**config.mk**
```make
export PLATFORM = sky130hd
export DESIGN_NAME = beamscaler_wb_reader
export DESIGN_NICKNAME = d
export VERILOG_FILES = /design/src/rtl/beamscaler_rd_pkg.sv /design/src/rtl/beamscaler_wb_reader.sv
export SDC_FILE = /design/constraint.sdc
export NUM_CORES = 1
export LEC_CHECK = 0
export ABC_CLOCK_PERIOD_IN_PS = 8250
export CORE_AREA = 2 2 98 100
export DETAILED_ROUTE_END_ITERATION = 7
export DIE_AREA = 0 0 100 102
export PLACE_DENSITY = 0.82
export SYNTH_ARGS = -nofsm -noshare
export SYNTH_HDL_FRONTEND = slang
export SYNTH_SLANG_ARGS = --single-unit
```
**constraint.sdc**
```tcl
create_clock -name wb_clk_i -period 8.25 [get_ports wb_clk_i]
set_clock_uncertainty 0.15 [all_clocks]
set_input_delay 1.2375 -clock wb_clk_i [delete_from_list [all_inputs] [get_ports wb_clk_i]]
set_output_delay 1.2375 -clock wb_clk_i [all_outputs]
set_load 0.005 [all_outputs]
```
**src/rtl/beamscaler_rd_pkg.sv**
```systemverilog
// Shared types and constants for the beam-scaler WISHBONE bank reader.
package beamscaler_rd_pkg;

  typedef enum logic [2:0] {IDLE, HDR, REQ, WAIT, PUSH} state_t;

  localparam logic [7:0]  HDR_MAGIC = 8'hB5;
  localparam logic [31:0] ERR_WORD  = 32'hDEAD_DEAD;

  // Word k maps to byte address {0, k[7], 0, k[6:0], 00}
  function automatic logic [11:0] word_addr(input logic [7:0] k);
    return {1'b0, k[7], 1'b0, k[6:0], 2'b00};
  endfunction

endpackage

```
**src/rtl/beamscaler_wb_reader.sv**
```systemverilog
// Drains one scaler bank over WISHBONE single reads and emits it as a framed
// 32-bit stream: header {B5, bank, seq} followed by NWORDS scaler words.
module beamscaler_wb_reader
  import beamscaler_rd_pkg::*;
#(
  parameter int unsigned NWORDS  = 48,
  parameter int unsigned TIMEOUT = 255
) (
  input  logic        wb_clk_i,
  input  logic        wb_rst_i,
  input  logic        start_i,
  input  logic        bank_i,
  output logic        wb_cyc_o,
  output logic        wb_stb_o,
  output logic        wb_we_o,
  output logic [11:0] wb_adr_o,
  output logic [3:0]  wb_sel_o,
  output logic [31:0] wb_dat_o,
  input  logic [31:0] wb_dat_i,
  input  logic        wb_ack_i,
  input  logic        wb_err_i,
  output logic [31:0] m_tdata,
  output logic        m_tvalid,
  input  logic        m_tready,
  output logic        m_tlast,
  output logic        busy_o,
  output logic        err_o,
  output logic [7:0]  miss_cnt_o
);

  localparam logic [7:0] LAST_K  = 8'(NWORDS - 1);
  localparam logic [7:0] TO_LAST = 8'(TIMEOUT - 1);

  state_t      state;
  logic        cyc;
  logic [7:0]  k;
  logic [7:0]  tcnt;
  logic [15:0] seq;

  assign wb_cyc_o = cyc;
  assign wb_stb_o = cyc;
  assign wb_we_o  = 1'b0;
  assign wb_sel_o = 4'hF;
  assign wb_dat_o = '0;

  always_ff @(posedge wb_clk_i or posedge wb_rst_i) begin
    if (wb_rst_i) begin
      state      <= IDLE;
      cyc        <= 1'b0;
      wb_adr_o   <= '0;
      k          <= '0;
      tcnt       <= '0;
      seq        <= '0;
      m_tdata    <= '0;
      m_tvalid   <= 1'b0;
      m_tlast    <= 1'b0;
      busy_o     <= 1'b0;
      err_o      <= 1'b0;
      miss_cnt_o <= '0;
    end else begin
      if (start_i && state != IDLE && miss_cnt_o != 8'hFF)
        miss_cnt_o <= miss_cnt_o + 8'd1;

      case (state)
        IDLE: if (start_i) begin
          // Header is loaded on the start edge so valid follows start by one cycle
          m_tdata  <= {HDR_MAGIC, 7'd0, bank_i, seq};
          m_tvalid <= 1'b1;
          m_tlast  <= 1'b0;
          err_o    <= 1'b0;
          k        <= '0;
          busy_o   <= 1'b1;
          state    <= HDR;
        end
        HDR: if (m_tready) begin
          m_tvalid <= 1'b0;
          state    <= REQ;
        end
        REQ: begin
          cyc      <= 1'b1;
          wb_adr_o <= word_addr(k);
          tcnt     <= '0;
          state    <= WAIT;
        end
        WAIT: begin
          if (wb_err_i || wb_ack_i || tcnt == TO_LAST) begin
            cyc      <= 1'b0;
            m_tvalid <= 1'b1;
            m_tlast  <= (k == LAST_K);
            state    <= PUSH;
            if (wb_err_i || !wb_ack_i) begin
              m_tdata <= ERR_WORD;
              err_o   <= 1'b1;
            end else begin
              m_tdata <= wb_dat_i;
            end
          end else begin
            tcnt <= tcnt + 8'd1;
          end
        end
        PUSH: if (m_tready) begin
          m_tvalid <= 1'b0;
          m_tlast  <= 1'b0;
          if (k == LAST_K) begin
            seq    <= seq + 16'd1;
            busy_o <= 1'b0;
            state  <= IDLE;
          end else begin
            k     <= k + 8'd1;
            state <= REQ;
          end
        end
        default: state <= IDLE;
      endcase
    end
  end

endmodule

```
# After elaboration in Yosys (flattened, before gate mapping)
# Index checks and enable logic that the tools add are counted.
# Widths: inputs -> output; s select.
# totals
regBits	88
in_bits	39
out_inout_bits	95
wordCells	87
# classes
add_sub_neg	4
eq_ne	16
muxes	31
reduce_logical	24
# op_table
operator	count
$mux 32	3
$pmux 32 s2	1
$mux 8	4
$pmux 8 s2	2
$add 8x1->8 const B	3
$reduce_and 4->1	6
$add 16x1->16 const B	1
$ne 2x2->1 const B	8
$pmux 3 s5	1
$mux 3	4
$mux 1	10
$reduce_bool 3->1	3
$eq 8x6->1 const B	1
$eq 8x8->1 const B	1
$ne 8x8->1 const B	1
$eq 3x2->1 const B	2
$pmux 1 s2	3
$pmux 1 s3	2
$reduce_and 3->1	2
$reduce_bool 2->1	3
$reduce_and 2->1	2
$eq 3x1->1 const B	1
$eq 3x3->1 const B	1
$logic_not 3->1	1
other kinds (6)	9

# Longest topological paths before layout
# depth
word_depth	5
ltp_mapped	7
mapped_depth_nobuf	6

# Worst setup path after synthesis
# Ideal clock, no wire load.
# synth_timing
path_kind	input -> register
from	in wb_ack_i
to	reg m_tdata[10]
setup_time_ns	0.126
arrival_ns	2.276
t_required_ns	7.974
path_slack_ns	5.697
stages	5
path_buffers	1
cell_sequence	nor2_1 o21a_1 clkbuf_1 nor2_1 a221o_1
# synth_via
elab_chain_len	5
elab_cells_between_ends	9
cone_classes	eq/ne (1); mux (3); reduce/logical (5)
# synth_rtl
item	line	rtl
start: declaration	beamscaler_wb_reader.sv:20	input logic wb_ack_i,
$logic_not 1->1	beamscaler_wb_reader.sv:91	if (wb_err_i || !wb_ack_i) begin
$logic_or 1x1->1	beamscaler_wb_reader.sv:91	
$mux 32	beamscaler_wb_reader.sv:91	
$mux 32	beamscaler_wb_reader.sv:86	if (wb_err_i || wb_ack_i || tcnt == TO_LAST) begin
$pmux 32 s2	beamscaler_wb_reader.sv:64	case (state)
end signal: assignment	beamscaler_wb_reader.sv:67	m_tdata <= {HDR_MAGIC, 7'd0, bank_i, seq};
end signal: assignment	beamscaler_wb_reader.sv:95	m_tdata <= wb_dat_i;
end: declaration	beamscaler_wb_reader.sv:22	output logic [31:0] m_tdata,
# Several ways; a longest one is shown, not always the timed one. The select of a mux whose other input is x is not followed.
# A chain may end at the register's enable or synchronous reset.

# Final worst setup path
# layout_timing
from	in wb_ack_i
to	reg m_tvalid
# layout_via
elab_chain_len	4
# layout_rtl
item	line	rtl
$logic_or 1x1->1 (2 in a row)	beamscaler_wb_reader.sv:86	
$ne 2x2->1 (no source line)	-	
$reduce_and 4->1 (no source line)	-	
end signal: assignment	beamscaler_wb_reader.sv:76	m_tvalid <= 1'b0;
end signal: assignment	beamscaler_wb_reader.sv:88	m_tvalid <= 1'b1;
end signal: assignment	beamscaler_wb_reader.sv:102	m_tvalid <= 1'b0;
end: declaration	beamscaler_wb_reader.sv:23	output logic m_tvalid,
# Every way passes these cells.

==> reports/results.tsv <==
stage	metric	value	unit
logic_synthesis	async_flop_share	1.00	
placed_design	dp_slack	4.71	ns
hold_path	hold_path_depth	1	
logic_synthesis	synth_top_area_share	0.489	
logic_synthesis	synth_top_cell_by_area	dfrtp_1	
route	dr_total_vias	3554	
floorplan	dieWidth	100	µm
cells_and_area	drive_above_1_share	0.0909	
cells_and_area	diodes	0	
placed_design	io_buffers	92	
timing	max_freq	312	MHz
logic_synthesis	avgSynthCellArea	10.4	µm²
critical_path	worstPathArrival	3.23	ns
logic_synthesis	synthTopCellsByArea	dfrtp_1, buf_4, mux2_2	
critical_path	end_kind	flop	
hold_path	min_from	seq[15]$_DFFE_PP0P_	
critical_path	worstSetupPathType	in2reg	
placed_design	placedInstanceArea	0.00532	mm²
floorplan	start_util	0.494	
cells_and_area	fin_area	0.00553	mm²
hold_path	hold_class	reg2reg	
global_route	grt.total_usage	0.211	
critical_path	max_stage_delay	0.92	ns
clocking	post_cts_buffers	0	
pwr	p_per_area	270	mW/mm²
timing	hold_viol	0	
logic_synthesis	synth_ff_type	dfrtp_1	
critical_path	critical_path.cell_chain	clkdlybuf4s50_1 -> nor2_1 -> o21ai_2 -> a21oi_2 -> o21ai_0	
logic_synthesis	synth.distinct_cells	59	
timing	tightest_slew	1.14	ns
timing	maxSlewViolCount	0	
route	dr.pass1.iters	5	
placed_design	place_congestion	0.869	
critical_path	regToRegEndpoint	m_tvalid$_DFFE_PP0P_	
critical_path	cp-start-kind	input port	
pwr	vdd_drop_max	0.132	mV
clocking	hold_buffers	0	
timing	fin_crit_sh	0.389	
route	post_drt_via_cell_ratio	5.66	
timing	min_period	3.21	ns
run_status	status	completed	
clocking	cts_tree	yes	
logic_synthesis	yosysWarnings	0	
route	routed_wl	10.5	mm
clocking	clockBufferDepth	2	
clocking	htreeDepth	3	
run	cap_viol_max_count	0	
logic_synthesis	synth-seq-cells	88	
global_route	grt.overflow.total	0	
clocking	cts-buffers-inserted	9	
global_route	grt_pass1_vias	3276	
critical_path	critical_path.max_fanout	23	
clocking	cts_resized	0	
timing	setup_tns	0	ns
global_route	grt_first_pass_wirelength	16.8	mm
floorplan	coreArea	0.00911	mm²
critical_path	cpMaxStageDelayCell	a21oi_2	
floorplan	die_h	102	µm
clocking	clkTransAtPathRegs	0.09	ns
cells_and_area	nets	557	
logic_synthesis	synth.most_common_cell	dfrtp_1	
hold_path	holdPathEnd	seq[15]$_DFFE_PP0P_	
logic_synthesis	syn_inst	432	
route	ant_nets	0	
placed_design	hpwl	7.35	mm
logic_synthesis	netlist_area	0.00450	mm²
critical_path	reg2reg_depth	3	
route	drc	0	
timing	rsz0062_at_grt	false	
clocking	cts-root-buf	clkbuf_8	
clocking	clock_latency	0.35	ns
critical_path	reg2reg_from	state[2]$_DFFE_PP0P_	
timing	relSlewSlack	0.242	
floorplan	dieArea	0.0102	mm²
timing	layout_setup_ws	5.04	ns
critical_path	regToRegSetupSlack	5.55	ns
floorplan	row_count	35	
pwr	p_leak	2.48	nW
logic_synthesis	synth_common_cells	dfrtp_1, buf_4, nor2_1	
clocking	clock_sinks	88	
floorplan	io_pins	134	
logic_synthesis	ys_seq_area_frac	0.489	
cells_and_area	syn_to_final_growth	22.7	%
cells_and_area	fill_cells	745	
critical_path	cp.required	8.27	ns
critical_path	path_buf_inv	1	
route	drt-wirelength-per-cell	16.7	µm
timing	setup_viol	0	
global_route	grt_max_degree	51	
global_route	antenna_found_initial	0	
logic_synthesis	synth_edf_count	0	
route	drt_iter0_markers	318	
critical_path	critical_path.top_delay_family	compound AO/OA/AOI/OAI gates	
kinds of logic (layout without fill, tap and decap cells):
logic type | count (synthesis) | in the layout | share of synthesized area
compound gates | 96 | 96 | 0.158
mux | 15 | 15 | 0.0370
other cells | 2 | 41 | 0.00167
flops | 88 | 88 | 0.489
xor+xnor | 22 | 22 | 0.0428
simple gates | 132 | 132 | 0.158
buf+inv | 72 | 118 | 0.0987
fa+ha+maj | 5 | 5 | 0.0139
worst max-delay path by stage:
stage	start	endpoint	slack, ns	depth (start not counted)
floorplan	wb_rst_i	busy_o$_DFFE_PP0P_	4.58	1
global placement	wb_ack_i	m_tvalid$_DFFE_PP0P_	4.78	5
CTS	wb_ack_i	m_tvalid$_DFFE_PP0P_	5.08	5
detailed placement	wb_ack_i	m_tvalid$_DFFE_PP0P_	4.71	5
finish	wb_ack_i	m_tvalid$_DFFE_PP0P_	5.04	5
global route	wb_ack_i	m_tvalid$_DFFE_PP0P_	4.80	5
final cells by class:
class                           instances  area (µm²)  area share
Clock buffer                           11         151      0.0274
Clock inverter                          4        52.6     0.00951
Inverter                                8        31.3     0.00566
Multi-Input combinational cell        311        2010       0.363
Sequential cell                        88        2200       0.399
Tap cell                              111         139      0.0251
Timing Repair Buffer                   95         943       0.171
per-stage QoR:
| stage | hold slack, ns | utilization | instances | total power, mW |
|---|---|---|---|---|
| global route | 0.368 | 0.607 | 628 | 1.59 |
| global placement | 0.310 | 0.584 | 613 | 1.17 |
| detailed placement | 0.322 | 0.584 | 613 | 1.19 |
| finish | 0.344 | 0.607 | 628 | 1.49 |
| floorplan | 0.292 | - | 471 | 0.932 |
| CTS | 0.341 | 0.607 | 628 | 1.50 |
report_power, final:
part | total, mW | internal [mW] | leakage (nW) | switching, mW
clock network | 0.306 | 0.156 | 0.106 | 0.150
logic | 0.544 | 0.311 | 1.23 | 0.233
registers | 0.639 | 0.535 | 1.14 | 0.104
cell usage in the layout (no fill, tap or decap), types with 3 or more instances in the layout:
master and count:
nand4_1 12, conb_1 41, o21ai_0 21, inv_1 7, buf_4 3, nand2_1 30, and2_1 3, clkbuf_8 11
a221o_1 13, nor4_1 4, nand2b_1 3, o22a_1 3, mux2_2 13, xor2_1 11, nor3_1 7, ha_1 5
o221a_2 5, o21a_1 3, and4_1 3, a21oi_1 14, clkdlybuf4s50_1 92, nand3_1 16, xnor2_1 11, nor2_1 33
o211ai_1 3, o2bb2ai_1 7, and3_1 6, dfrtp_1 88, a22o_1 3, a31oi_1 5
per-layer routing:
| metal | GRT usage | part of all wire |
|---|---|---|
| met1 | 0.294 | 0.43 |
| met3 | 0.0534 | 0.063 |
| met5 | 0 | 0 |
| met2 | 0.334 | 0.50 |
| met4 | 0.0537 | 0.012 |
worst register-to-register path: stages (launching register included):
cell,delay (ns)
dfrtp_1,0.67
and3b_1,0.52
a21oi_2,0.98
o21ai_0,0.20
state kept, by name, summed over array words and instances, names as in the netlist, 3 cells and up:
name,cells
miss_cnt_o,8
wb_adr_o,8
seq,16
m_tdata,32
state,3
tcnt,8
k,8
(Power assumes the default switching activity.)
